$ cat src/rtl/fetch_decode_ctrl_pkg.sv
// Shared definitions for the fetch/decode sequencer: FSM states, opcode
// constants and instruction-word field positions.
package fetch_decode_ctrl_pkg;

    typedef enum logic [2:0] {
        ST_FETCH  = 3'd0,
        ST_DECODE = 3'd1,
        ST_EXEC   = 3'd2,
        ST_MEM    = 3'd3,
        ST_WB     = 3'd4,
        ST_HALT   = 3'd5
    } state_t;

    // Opcodes 3'b000..3'b101 are ALU operations.
    localparam logic [2:0] OP_ALU_FIRST = 3'b000;
    localparam logic [2:0] OP_ALU_LAST  = 3'b101;
    localparam logic [2:0] OP_HALT      = 3'b110;
    localparam logic [2:0] OP_LDST      = 3'b111;

    // Instruction word field positions.
    localparam int unsigned OPC_MSB = 15;
    localparam int unsigned OPC_LSB = 13;
    localparam int unsigned RS_MSB  = 12;
    localparam int unsigned RS_LSB  = 10;
    localparam int unsigned RT_MSB  = 9;
    localparam int unsigned RT_LSB  = 7;
    localparam int unsigned RD_MSB  = 6;
    localparam int unsigned RD_LSB  = 4;
    localparam int unsigned LS_BIT  = 3;   // 0 = load, 1 = store

endpackage

$ cat src/rtl/fetch_decode_ctrl_instr_decoder.sv
// Combinational instruction decoder: splits the IR into register selects and
// opcode, and classifies the instruction.
module instr_decoder
    import fetch_decode_ctrl_pkg::*;
#(
    parameter logic [2:0] HALT_OP = OP_HALT
) (
    input  logic [15:0] i_ir,
    output logic [2:0]  o_op,
    output logic [2:0]  o_rs,
    output logic [2:0]  o_rt,
    output logic [2:0]  o_rd,
    output logic        o_is_load,
    output logic        o_is_store,
    output logic        o_is_halt,
    output logic        o_is_alu
);

    logic w_is_ldst;
    logic w_unused_bits;

    // Field extraction and instruction classification.
    always_comb begin
        o_op       = i_ir[OPC_MSB:OPC_LSB];
        o_rs       = i_ir[RS_MSB:RS_LSB];
        o_rt       = i_ir[RT_MSB:RT_LSB];
        o_rd       = i_ir[RD_MSB:RD_LSB];
        o_is_halt  = (o_op == HALT_OP);
        w_is_ldst  = (o_op == OP_LDST) && !o_is_halt;
        o_is_load  = w_is_ldst && !i_ir[LS_BIT];
        o_is_store = w_is_ldst &&  i_ir[LS_BIT];
        o_is_alu   = !w_is_ldst && !o_is_halt;
    end

    // Low IR bits carry no meaning for this sequencer.
    assign w_unused_bits = ^i_ir[2:0];

endmodule

$ cat src/rtl/fetch_decode_ctrl.sv
// Multi-cycle fetch/decode sequencer: fetches an instruction word, decodes it,
// and steps through EXEC / MEM / WB, or parks in HALT.
module fetch_decode_ctrl
    import fetch_decode_ctrl_pkg::*;
#(
    parameter logic [7:0] PC_RESET = 8'h00,
    parameter logic [2:0] HALT_OP  = 3'b110
) (
    input  logic        clk,
    input  logic        rst,
    output logic        imem_req,
    output logic [7:0]  imem_addr,
    input  logic        imem_ack,
    input  logic [15:0] imem_rdata,
    output logic [2:0]  alu_op,
    output logic [2:0]  rs_sel,
    output logic [2:0]  rt_sel,
    output logic [2:0]  rd_sel,
    output logic        reg_write,
    output logic        mem_to_reg,
    output logic        dmem_req,
    output logic        dmem_we,
    input  logic        dmem_ack,
    output logic        halted
);

    state_t      r_state;
    logic [7:0]  r_pc;
    logic [15:0] r_ir;
    logic        r_imem_req;
    logic        r_dmem_req;
    logic        r_dmem_we;
    logic        r_reg_write;
    logic        r_mem_to_reg;
    logic        r_halted;

    logic        w_is_load;
    logic        w_is_store;
    logic        w_is_halt;
    logic        w_is_alu;

    instr_decoder #(
        .HALT_OP (HALT_OP)
    ) u_decoder (
        .i_ir       (r_ir),
        .o_op       (alu_op),
        .o_rs       (rs_sel),
        .o_rt       (rt_sel),
        .o_rd       (rd_sel),
        .o_is_load  (w_is_load),
        .o_is_store (w_is_store),
        .o_is_halt  (w_is_halt),
        .o_is_alu   (w_is_alu)
    );

    // Sequencer FSM; outputs are registered and set on entry to each state.
    // In FETCH with imem_req low (only right after reset) the first edge just
    // raises the request, so an ack is never taken without a request.
    always_ff @(posedge clk or posedge rst) begin
        if (rst) begin
            r_state      <= ST_FETCH;
            r_pc         <= PC_RESET;
            r_ir         <= '0;
            r_imem_req   <= 1'b0;
            r_dmem_req   <= 1'b0;
            r_dmem_we    <= 1'b0;
            r_reg_write  <= 1'b0;
            r_mem_to_reg <= 1'b0;
            r_halted     <= 1'b0;
        end else begin
            r_reg_write <= 1'b0;
            case (r_state)
                ST_FETCH: begin
                    if (r_imem_req && imem_ack) begin
                        r_ir       <= imem_rdata;
                        r_pc       <= r_pc + 8'd1;
                        r_imem_req <= 1'b0;
                        r_state    <= ST_DECODE;
                    end else begin
                        r_imem_req <= 1'b1;
                    end
                end
                ST_DECODE: begin
                    if (w_is_halt) begin
                        r_halted <= 1'b1;
                        r_state  <= ST_HALT;
                    end else begin
                        r_state  <= ST_EXEC;
                    end
                end
                ST_EXEC: begin
                    if (w_is_alu) begin
                        r_reg_write  <= 1'b1;
                        r_mem_to_reg <= 1'b0;
                        r_state      <= ST_WB;
                    end else begin
                        r_dmem_req   <= 1'b1;
                        r_dmem_we    <= w_is_store;
                        r_state      <= ST_MEM;
                    end
                end
                ST_MEM: begin
                    if (r_dmem_req && dmem_ack) begin
                        r_dmem_req <= 1'b0;
                        r_dmem_we  <= 1'b0;
                        if (w_is_load) begin
                            r_reg_write  <= 1'b1;
                            r_mem_to_reg <= 1'b1;
                            r_state      <= ST_WB;
                        end else begin
                            r_imem_req   <= 1'b1;
                            r_state      <= ST_FETCH;
                        end
                    end
                end
                ST_WB: begin
                    r_mem_to_reg <= 1'b0;
                    r_imem_req   <= 1'b1;
                    r_state      <= ST_FETCH;
                end
                ST_HALT: begin
                    r_state <= ST_HALT;
                end
                default: begin
                    r_imem_req <= 1'b0;
                    r_dmem_req <= 1'b0;
                    r_state    <= ST_FETCH;
                end
            endcase
        end
    end

    assign imem_req   = r_imem_req;
    assign imem_addr  = r_pc;
    assign dmem_req   = r_dmem_req;
    assign dmem_we    = r_dmem_we;
    assign reg_write  = r_reg_write;
    assign mem_to_reg = r_mem_to_reg;
    assign halted     = r_halted;

endmodule

$ cat config.mk
export PLATFORM = sky130hd
export DESIGN_NAME = fetch_decode_ctrl
export DESIGN_NICKNAME = d
export VERILOG_FILES = /design/src/rtl/fetch_decode_ctrl_pkg.sv /design/src/rtl/fetch_decode_ctrl_instr_decoder.sv /design/src/rtl/fetch_decode_ctrl.sv
export SDC_FILE = /design/constraint.sdc
export NUM_CORES = 1
export LEC_CHECK = 0
export ABC_CLOCK_PERIOD_IN_PS = 2000
export CAP_MARGIN = 15
export CORE_ASPECT_RATIO = 1.25
export CORE_MARGIN = 2
export CORE_UTILIZATION = 35
export DETAILED_ROUTE_END_ITERATION = 16
export PLACE_DENSITY = 0.61
export SLEW_MARGIN = 20
export SYNTH_ARGS = -nofsm -noshare
export SYNTH_HDL_FRONTEND = slang
export SYNTH_SLANG_ARGS = --single-unit
$ cat constraint.sdc
create_clock -name clk -period 2 [get_ports clk]
set_input_delay 0.3 -clock clk [delete_from_list [all_inputs] [get_ports clk]]
set_output_delay 0.3 -clock clk [all_outputs]
set_load 0.005 [all_outputs]
==> results.md, run 1 <==
- Status: finished, final reports clean
- Worst path arrival time: roughly 1.8 ns
- Worst slew pin tran: slightly above 0.6 ns
- Final setup viols: 0
- First-pass iteration count of the detailed router: 4
- Max_cap viols: 0
- Peak VDD IR: 617 uV
- Slew Viols, Final: 0
- Post-CTS resize count: 0
- DIE AREA: 4940 sq um
- Commonest non-fill, non-tap cells in the layout: clkdlybuf4s50_1, dfrtp_1, mux2_4
- Diode count: 0
- Final wirelength: 2970 um
- Max reg flops: 13
- Biggest register: r_ir
- Synth warn: 0
- Multi-input gate area: 634 sq um
- Worst setup path class: input port to flip-flop
- FP Rows: 26
- Final min period: approximately 1.6 ns
- Routed vias/inst: a little under 5
- Seq. cell area: approximately 750 sq um
- Root Driver: clkbuf_8
- GRT Total Usage: 12.8%
- Cell variety after synth: 41
- Clock power frac: between 10% and 20%
- Area of the core: 4160 sq um
- Grt total ovfl: 0
- Post-DRT Antenna Nets: 0
- Die height: 78.1 um
- Number of CTS-inserted buffers: 5
- Clk sinks: 30
- Die X: around 63 um
- Postcts setup bufs: 0
- P_sw: 0.971 mW
- Slew margin rel.: 59.5%
- Worst skew pair latency: 0.28 ns
- Synth Instances: 125
- Total Power: 2.92 mW
- Synthesized Nets: approximately 150
- Comb pwr share: a little under half
- IO Pins: 46
- Routability cong.: 0.762
- Vias: 1075
- Starting Density: roughly 37%
- Deepest clock path buffer count: 2
- CP Launch Type: input port
- Sequential share of power: 39.4%
- Final Hold Fails: 0
- Setup TNS: 0 ns
- Crit end category: flip-flop
- Drt drc: 0
- Share of cells above drive strength 1: 18.0%
- Seq/Total Area, Yosys: 48.9%
- PD cells: approximately 1500 nW/um^2
- Number of global-route vias before repair: between 1000 and 1500
- Leak Pwr: 0.875 nW
- Most common cell after layout, fill and taps aside: clkdlybuf4s50_1
- Synth Area per Inst: 12.3 sq um
- RSZ-0062 raised after global routing: no
- Worst endpoint required time: around 2.2 ns
- H-Tree Depth: 2
- Fmax: 610 MHz
- Final Skew: 0.00381 ns
- Sw frac: 33.3%
- PortBufs: 42
- CTS tree: done
- Yosys reg bits: 30
- Fillers: 413
- Global-route wire length before repair: 4980 um
- Post-cts hold buffer count: 0
- Layout Nets: between 150 and 200
- First DRT Iteration DRCs: 25
- Routed length per instance: 13.7 um
- Hpwl dp: around 2100 um
- Tcrit/Tclk final: around four fifths
- Initial antenna violation count: 0
- Largest net degree at the start of global routing: 31
- Clock slew at reported path FFs: 0.06 ns
- CP Max Fanout: 16
- Int Power: 1.95 mW
- Mapped Area: 1540 sq um
- HP Class: input port to async pin
- Layout area overhead: 30.1%
-- power groups by stage --
stage               combinational (mW)  sequential [mW]  clock, mW
finish                            1.32             1.15      0.453
global route                      1.43             1.20      0.505
CTS                               1.33             1.15      0.467
detailed placement                1.33             1.16          0
global placement                  1.32             1.15          0
floorplan                        0.961             1.09          0
-- final cells by class --
type	count	area share, %
repair buffers	46	22.5
inverters	4	0.751
flip-flops and latches	30	37.5
multi-input cells	74	31.7
well taps	56	3.50
clock inverters	2	0.501
clock buffers	5	3.44
-- per-layer routing --
| layer | global-route usage [%] | routed length [um] | up-vias |
|---|---|---|---|
| met5 | 0 | 0 | - |
| met4 | 5.87 | 48 | 0 |
| met3 | 3.44 | 123 | 5 |
| met2 | 21.4 | 1550 | 34 |
| met1 | 15.4 | 1250 | 527 |
| li1 | - | - | 509 |
-- final timing paths --
| path | startpoint | to | slack, ns | depth (start not counted) |
|---|---|---|---|---|
| hold / removal | rst | imem_addr[7] | 0.40 | 3 |
| hold reg to reg | imem_addr[7] | imem_addr[7] | 0.47 | 1 |
| setup / recovery | imem_ack | r_ir[8] | 0.36 | 4 |
| min in group clk | imem_addr[7] | imem_addr[7] | 0.47 | 1 |
| max in group asynchronous | rst | r_ir[11] | 1.33 | 3 |
| setup reg to reg | imem_req | r_ir[8] | 0.45 | 3 |
-- worst max-delay path, cell delays in order --
cell	delay, ns
clkdlybuf4s50_1	0.51
nand4bb_1	0.24
nor2_8	0.36
mux2_2	0.38
-- synth_stat cells, drive strengths merged --
cell / count / area (sq um)
a221oi: 2 / 17.5
dfrtp: 30 / 751
nor2b: 1 / 6.26
o21bai: 1 / 7.51
or3b: 1 / 8.76
a22oi: 1 / 7.51
o21ai: 2 / 10.0
xor2: 6 / 52.6
buf: 17 / 136
and4bb: 1 / 12.5
o22ai: 1 / 6.26
nand3: 3 / 15.0
a311oi: 1 / 8.76
inv: 4 / 15.0
nand4bb: 1 / 11.3
a211oi: 2 / 15.0
o21a: 1 / 7.51
and4b: 2 / 20.0
a32oi: 1 / 8.76
and3b: 2 / 17.5
and4: 1 / 8.76
nand2b: 2 / 12.5
nor2: 4 / 31.3
nand2: 6 / 22.5
a41oi: 1 / 8.76
a21o: 2 / 15.0
xnor2: 1 / 8.76
nor4: 3 / 31.3
mux2: 14 / 188
nand4b: 2 / 17.5
a21oi: 4 / 20.0
and3: 1 / 6.26
ha: 1 / 12.5
nor3: 2 / 10.0
a211o: 1 / 8.76
-- cells by family after synthesis --
family	synth area share, %
flops	48.9
buf+inv	9.85
simple gates	15.1
compound gates	9.20
xor+xnor	3.99
fa+ha+maj	0.814
mux	12.2
-- through the flow --
stage               hold WS, ns  area (sq um)  instances  util, %  worst slack [ns]
floorplan                 0.391          1540        125        -             0.579
global placement          0.449          1920        210     46.1            0.0638
detailed placement        0.457          1920        210     46.1            0.0506
CTS                       0.412          2000        217     48.0             0.343
global route              0.446          2000        217     48.0             0.302
finish                    0.397          2000        217     48.0             0.361
No activity file was read; power rests on OpenSTA's default activity.
==> run 2, diff against run 1 <==
--- a/config.mk
+++ b/config.mk
@@ -5,13 +5,13 @@
 export SDC_FILE = /design/constraint.sdc
 export NUM_CORES = 1
 export LEC_CHECK = 0
-export ABC_CLOCK_PERIOD_IN_PS = 2000
+export ABC_CLOCK_PERIOD_IN_PS = 1400
 export CAP_MARGIN = 15
 export CORE_ASPECT_RATIO = 1.25
 export CORE_MARGIN = 2
 export CORE_UTILIZATION = 35
 export DETAILED_ROUTE_END_ITERATION = 16
-export PLACE_DENSITY = 0.61
+export PLACE_DENSITY = 0.64
 export SLEW_MARGIN = 20
 export SYNTH_ARGS = -nofsm -noshare
 export SYNTH_HDL_FRONTEND = slang
==> constraint.sdc (replaced) <==
create_clock -name clk -period 1.4 [get_ports clk]
set_input_delay 0.21 -clock clk [delete_from_list [all_inputs] [get_ports clk]]
set_output_delay 0.21 -clock clk [all_outputs]
set_load 0.005 [all_outputs]
==> results.md, run 2 (same netlist as run 1, synthesis figures left out) <==
- Area post-placement: 2050 sq um (+6.5%)
- Biggest register: r_ir
- Failing checks: negative setup slack
- CP Launch Type: flip-flop
- Critical R2R Capture: r_ir[7]
- Starting Density: 36.9% (unchanged)
- Worst slew pin tran: 0.272 ns (-0.335 ns)
- Deepest clock path buffer count: 2 (unchanged)
- Final min period: 1.41 ns
- R2R cell count: 5 (+2)
- CP max stage cell: dfrtp_1
- Fillers: 383 (-7.3%)
- R2r startpoint: r_state[1]
- Status: complete, but fails checks
- Hpwl dp: 2300 um (+8.5%)
- GRT Total Usage: 14.6% (+1.7 points)
- Multi-input gate area: 676 sq um (+6.5%)
- Final wirelength: 3320 um (+12%)
- RSZ-0062 raised after global routing: yes
- Setup TNS: -0.00893 ns (-0.00893 ns)
- Final Skew: 0.00811 ns (+0.00430 ns)
- Routed vias/inst: 4.78 (-3.6%)
- PortBufs: 42 (unchanged)
- CTS tree: done
- Post-DRT Antenna Nets: 0 (unchanged)
- Final Hold Fails: 0 (unchanged)
- Post-route design area: 2360 sq um (+18%)
- Share of cells above drive strength 1: 32.3% (+14 points)
- PD cells: 2220 nW/um^2 (+52%)
- Routability cong.: 0.860 (+13%)
- Clock slew at reported path FFs: 0.07 ns (about the same)
- Vias: 1156 (+7.5%)
- Clk sinks: 30 (unchanged)
- Seq. cell area: 756 sq um (+0.67%)
- Final setup viols: 2 (+2)
- Diode count: 0 (unchanged)
- Grt total ovfl: 0 (unchanged)
- Worst R2R Setup Slack: -0.006 ns (-0.46 ns)
- Post-cts hold buffer count: 0 (unchanged)
- Peak VDD IR: 1070 uV (+74%)
- H-Tree Depth: 2 (unchanged)
- Final setup margin: -0.00579 ns (-0.367 ns)
- Root Driver: clkbuf_8
- First-pass iteration count of the detailed router: 4 (unchanged)
- FP Rows: 26 (unchanged)
- Max reg flops: 13 (unchanged)
- Routed length per instance: 13.7 um (about the same)
- Slew margin rel.: 81.9% (+22 points)
- First DRT Iteration DRCs: 18 (-28%)
- Slew Viols, Final: 0 (unchanged)
- IO Pins: 46 (unchanged)
- Worst endpoint required time: 1.57 ns (-0.59 ns)
- Fin util: 56.6% (+8.6 points)
- Critical Path Max Stage Delay: 0.37 ns (-0.14 ns)
- Commonest non-fill, non-tap cells in the layout: clkdlybuf4s50_1, dfrtp_1, buf_4, mux2_4
- CP Max Fanout: 8 (-8)
- Crit path cell chain: nand4bb_1 > buf_6 > nor2_8 > buf_12 > mux2_2
- Critical Path Start: r_state[1]
- Global-route wire length before repair: 5550 um (+12%)
- Tcrit/Tclk final: 100%
- HP Class: input port to async pin
- Die height: 78.1 um (unchanged)
- Leak Pwr: 1.10 nW (+26%)
- Fmax: 711 MHz
- Worst path arrival time: 1.58 ns (-0.22 ns)
- Die X: 63.3 um (unchanged)
- Layout area overhead: 53.4%
- Number of CTS-inserted buffers: 5 (unchanged)
- DIE AREA: 4940 sq um (unchanged)
- Area of the core: 4160 sq um (unchanged)
- Max_cap viols: 0 (unchanged)
- Number of global-route vias before repair: 1189 (+13%)
- Largest net degree at the start of global routing: 31 (unchanged)
- Worst skew pair latency: 0.28 ns (about the same)
- Crit end category: flip-flop
- Most common cell after layout, fill and taps aside: clkdlybuf4s50_1
- Layout Nets: 206 (+13%)
- Initial antenna violation count: 0 (unchanged)
- Drt drc: 0 (unchanged)
- Worst setup path class: flip-flop to flip-flop
## run 2: routing by layer
layer	track usage, %	routed length (um)	up-vias
met5	0	0	-
met4	8.48	60	0
met2	24.8	1780	27
met3	2.29	103	4
met1	17.3	1380	567
li1	-	-	558
## run 2: stage by stage
stage | setup slack, ns | power [mW] | hold slack (ns) | instances
floorplan | -0.0205 | 2.93 | 0.301 | 125
global placement | -0.257 | 3.80 | 0.462 | 220
detailed placement | -0.279 | 3.83 | 0.455 | 220
CTS | -0.00815 | 5.18 | 0.272 | 238
global route | -0.0706 | 5.57 | 0.287 | 242
finish | -0.00579 | 5.23 | 0.269 | 242
## run 2: how the worst max path moves through the flow
stage	cells after the start	endpoint	slack (ns)
floorplan	5	imem_addr[1]	-0.02
global placement	6	r_ir[5]	-0.26
detailed placement	6	r_ir[6]	-0.28
CTS	5	r_ir[7]	-0.008
global route	5	r_ir[5]	-0.07
finish	5	r_ir[7]	-0.006
## run 2: final cells by class
| type | instances | area share, % |
|---|---|---|
| multi-input combinational | 74 | 28.7 |
| timing repair buffer | 70 | 29.6 |
| inverter | 4 | 0.637 |
| clock inverter | 2 | 2.55 |
| clock buffer | 6 | 3.50 |
| sequential | 30 | 32.1 |
| tap | 56 | 2.97 |
## run 2: critical path: cells and delay by family (launching register included)
| kind | cells | cell delay, ns |
|---|---|---|
| and+or+nand+nor | 2 | 0.31 |
| DFF | 1 | 0.37 |
| buffers and inverters | 2 | 0.29 |
| muxes | 1 | 0.33 |
## run 2: power by group
group          internal [mW]  switching, mW  total (mW)
clock network          0.759          0.326        1.09
registers               1.25          0.252        1.51
logic                   1.66          0.978        2.64
total                   3.67           1.56        5.23
## run 2: repair_timing
item,4_1_cts,5_1_grt
pin swaps,0,2
endpoints found under the setup margin,15,25
buffers inserted,10,4
gates resized for setup,9,12
==> run 3, diff against run 2 <==
--- a/config.mk
+++ b/config.mk
@@ -9,9 +9,9 @@
 export CAP_MARGIN = 15
 export CORE_ASPECT_RATIO = 1.25
 export CORE_MARGIN = 2
-export CORE_UTILIZATION = 35
+export CORE_UTILIZATION = 40
 export DETAILED_ROUTE_END_ITERATION = 16
-export PLACE_DENSITY = 0.64
+export PLACE_DENSITY = 0.71
 export SLEW_MARGIN = 20
 export SYNTH_ARGS = -nofsm -noshare
 export SYNTH_HDL_FRONTEND = slang
==> results.md, run 3 (same netlist as run 1, synthesis figures left out) <==
- Root Driver: clkbuf_8
- Die height: 73.3 um (-6.1%)
- Routed length per instance: 14.1 um (+3.1%)
- Tcrit/Tclk final: 100% (-0.17 points)
- Biggest register: r_ir
- RSZ-0062 raised after global routing: yes
- GRT Total Usage: 16.4% (+1.8 points)
- Area of the core: 3720 sq um (-11%)
- Failing checks: negative setup slack
- Post-cts hold buffer count: 0 (unchanged)
- Status: complete, but fails checks
- Max_cap viols: 0 (unchanged)
- P_sw: 1.53 mW (-2.0%)
- Worst endpoint required time: 1.56 ns (about the same)
- Int Power: 3.17 mW (-14%)
- Fmax: 713 MHz (+0.17%)
- First DRT Iteration DRCs: 19 (+1)
- Clock slew at reported path FFs: 0.07 ns (about the same)
- FP Rows: 25 (-3.8%)
- PortBufs: 42 (unchanged)
- Deepest clock path buffer count: 2 (unchanged)
- Slew margin rel.: 74.6% (-7.3 points)
- Worst slew pin tran: 0.381 ns (+0.109 ns)
- Crit end category: flip-flop
- Drt drc: 0 (unchanged)
- CP Launch Type: flip-flop
- Die X: 59.4 um (-6.0%)
- Layout area overhead: 43.6%
- Global-route wire length before repair: 5360 um (-3.5%)
- Final setup viols: 3 (+1)
- Share of cells above drive strength 1: 30.6% (-1.7 points)
- Worst path arrival time: 1.57 ns (about the same)
- HP Class: input port to async pin
- Slew Viols, Final: 0 (unchanged)
- Peak VDD IR: 987 uV (-8.1%)
- Sw frac: 32.5% (+2.7 points)
- Routability cong.: 0.899 (+4.6%)
- Initial antenna violation count: 0 (unchanged)
- Final Hold Fails: 0 (unchanged)
- Commonest non-fill, non-tap cells in the layout: clkdlybuf4s50_1, dfrtp_1, buf_4, mux2_4
- Setup WS pre-CTS: -0.252 ns (+0.0263 ns)
- Fillers: 297 (-22%)
- Final min period: 1.40 ns (-0.00242 ns)
- Layout Nets: 203 (-1.5%)
- Hpwl dp: 2250 um (-2.2%)
- Clock power frac: 15.4% (-5.4 points)
- Fin util: 59.3% (+2.6 points)
- Routed vias/inst: 5.22 (+9.3%)
- Comb pwr share: 52.2% (+1.7 points)
- Diode count: 0 (unchanged)
- Largest net degree at the start of global routing: 31 (unchanged)
- IO Pins: 46 (unchanged)
- CTS tree: done
- Final setup margin: -0.00337 ns (+0.00242 ns)
- Max reg flops: 13 (unchanged)
- Leak Pwr: 1.01 nW (-8.4%)
- Starting Density: 41.3% (+4.4 points)
- Final Skew: 0.0102 ns (+0.00204 ns)
- Sequential share of power: 32.4% (+3.6 points)
- Number of global-route vias before repair: 1200 (+0.93%)
- PD cells: 2130 nW/um^2 (-4.0%)
- Number of CTS-inserted buffers: 5 (unchanged)
- H-Tree Depth: 2 (unchanged)
- Clk sinks: 30 (unchanged)
- DIE AREA: 4360 sq um (-12%)
- Most common cell after layout, fill and taps aside: clkdlybuf4s50_1
- Worst setup path class: flip-flop to flip-flop
- Grt total ovfl: 0 (unchanged)
- First-pass iteration count of the detailed router: 4 (unchanged)
- Worst skew pair latency: 0.28 ns (about the same)
- Vias: 1164 (+0.69%)
- CP Max Fanout: 11 (+3)
- Final wirelength: 3150 um (-5.0%)
- Post-DRT Antenna Nets: 0 (unchanged)
run 3: worst max-delay path, stage by stage (launching register included):
cell and delay [ns]:
dfrtp_1 0.38, nand4bb_1 0.19, buf_6 0.15, nor2_8 0.09, buf_12 0.14, mux2_2 0.33
run 3: timing repair:
action / CTS / global route
gates resized for setup: 5 / 8
pin swaps: 0 / 2
buffers inserted: 10 / 2
endpoints found under the hold margin: 0 / 0
setup endpoints to repair: 21 / 22
run 3: path summary, 6_finish.rpt:
kind                       depth (start not counted)           end       start  slack [ns]
setup / recovery                                   5       r_ir[4]  r_state[0]      -0.003
hold / removal                                     3  imem_addr[4]         rst        0.31
setup reg to reg                                   5       r_ir[4]  r_state[0]      -0.003
max in group asynchronous                          3      r_ir[15]         rst        0.78
min in group clk                                   1        halted      halted        0.46
hold reg to reg                                    1        halted      halted        0.46
run 3: through the flow:
stage	power (mW)	cell area, sq um	setup TNS [ns]	hold slack, ns	instances
after global routing	5.01	2210	-0.648	0.344	223
after detailed placement	3.73	1980	-4.40	0.449	203
after global placement	3.67	1980	-4.51	0.441	203
after CTS	4.66	2150	-0.100	0.311	221
after floorplan	2.93	1540	-0.164	0.301	125
final	4.69	2210	-0.00572	0.306	223
run 3: layout make-up:
class                      count  area [sq um]  share of cell area (%)
sequential                    30           754                    34.2
timing repair buffer          67           631                    28.6
inverter                       4          15.0                   0.681
multi-input combinational     74           661                    29.9
clock inverter                 2          12.5                   0.567
clock buffer                   6          82.6                    3.74
tap                           40          50.0                    2.27
run 3: routing by layer:
metal  wire, um  share of wire (%)  GRT usage, %
met4         61                1.9          6.82
met1       1240                 39          19.0
met2       1700                 54          27.5
met5          0                  0             0
met3        151                4.8          5.28
run 3: power groups by stage:
stage	Clock (mW)	Sequential, mW	Combinational, mW
CTS	0.741	1.52	2.39
floorplan	0	1.55	1.37
global route	0.784	1.57	2.65
detailed placement	0	1.62	2.10
global placement	0	1.61	2.06
finish	0.721	1.52	2.45
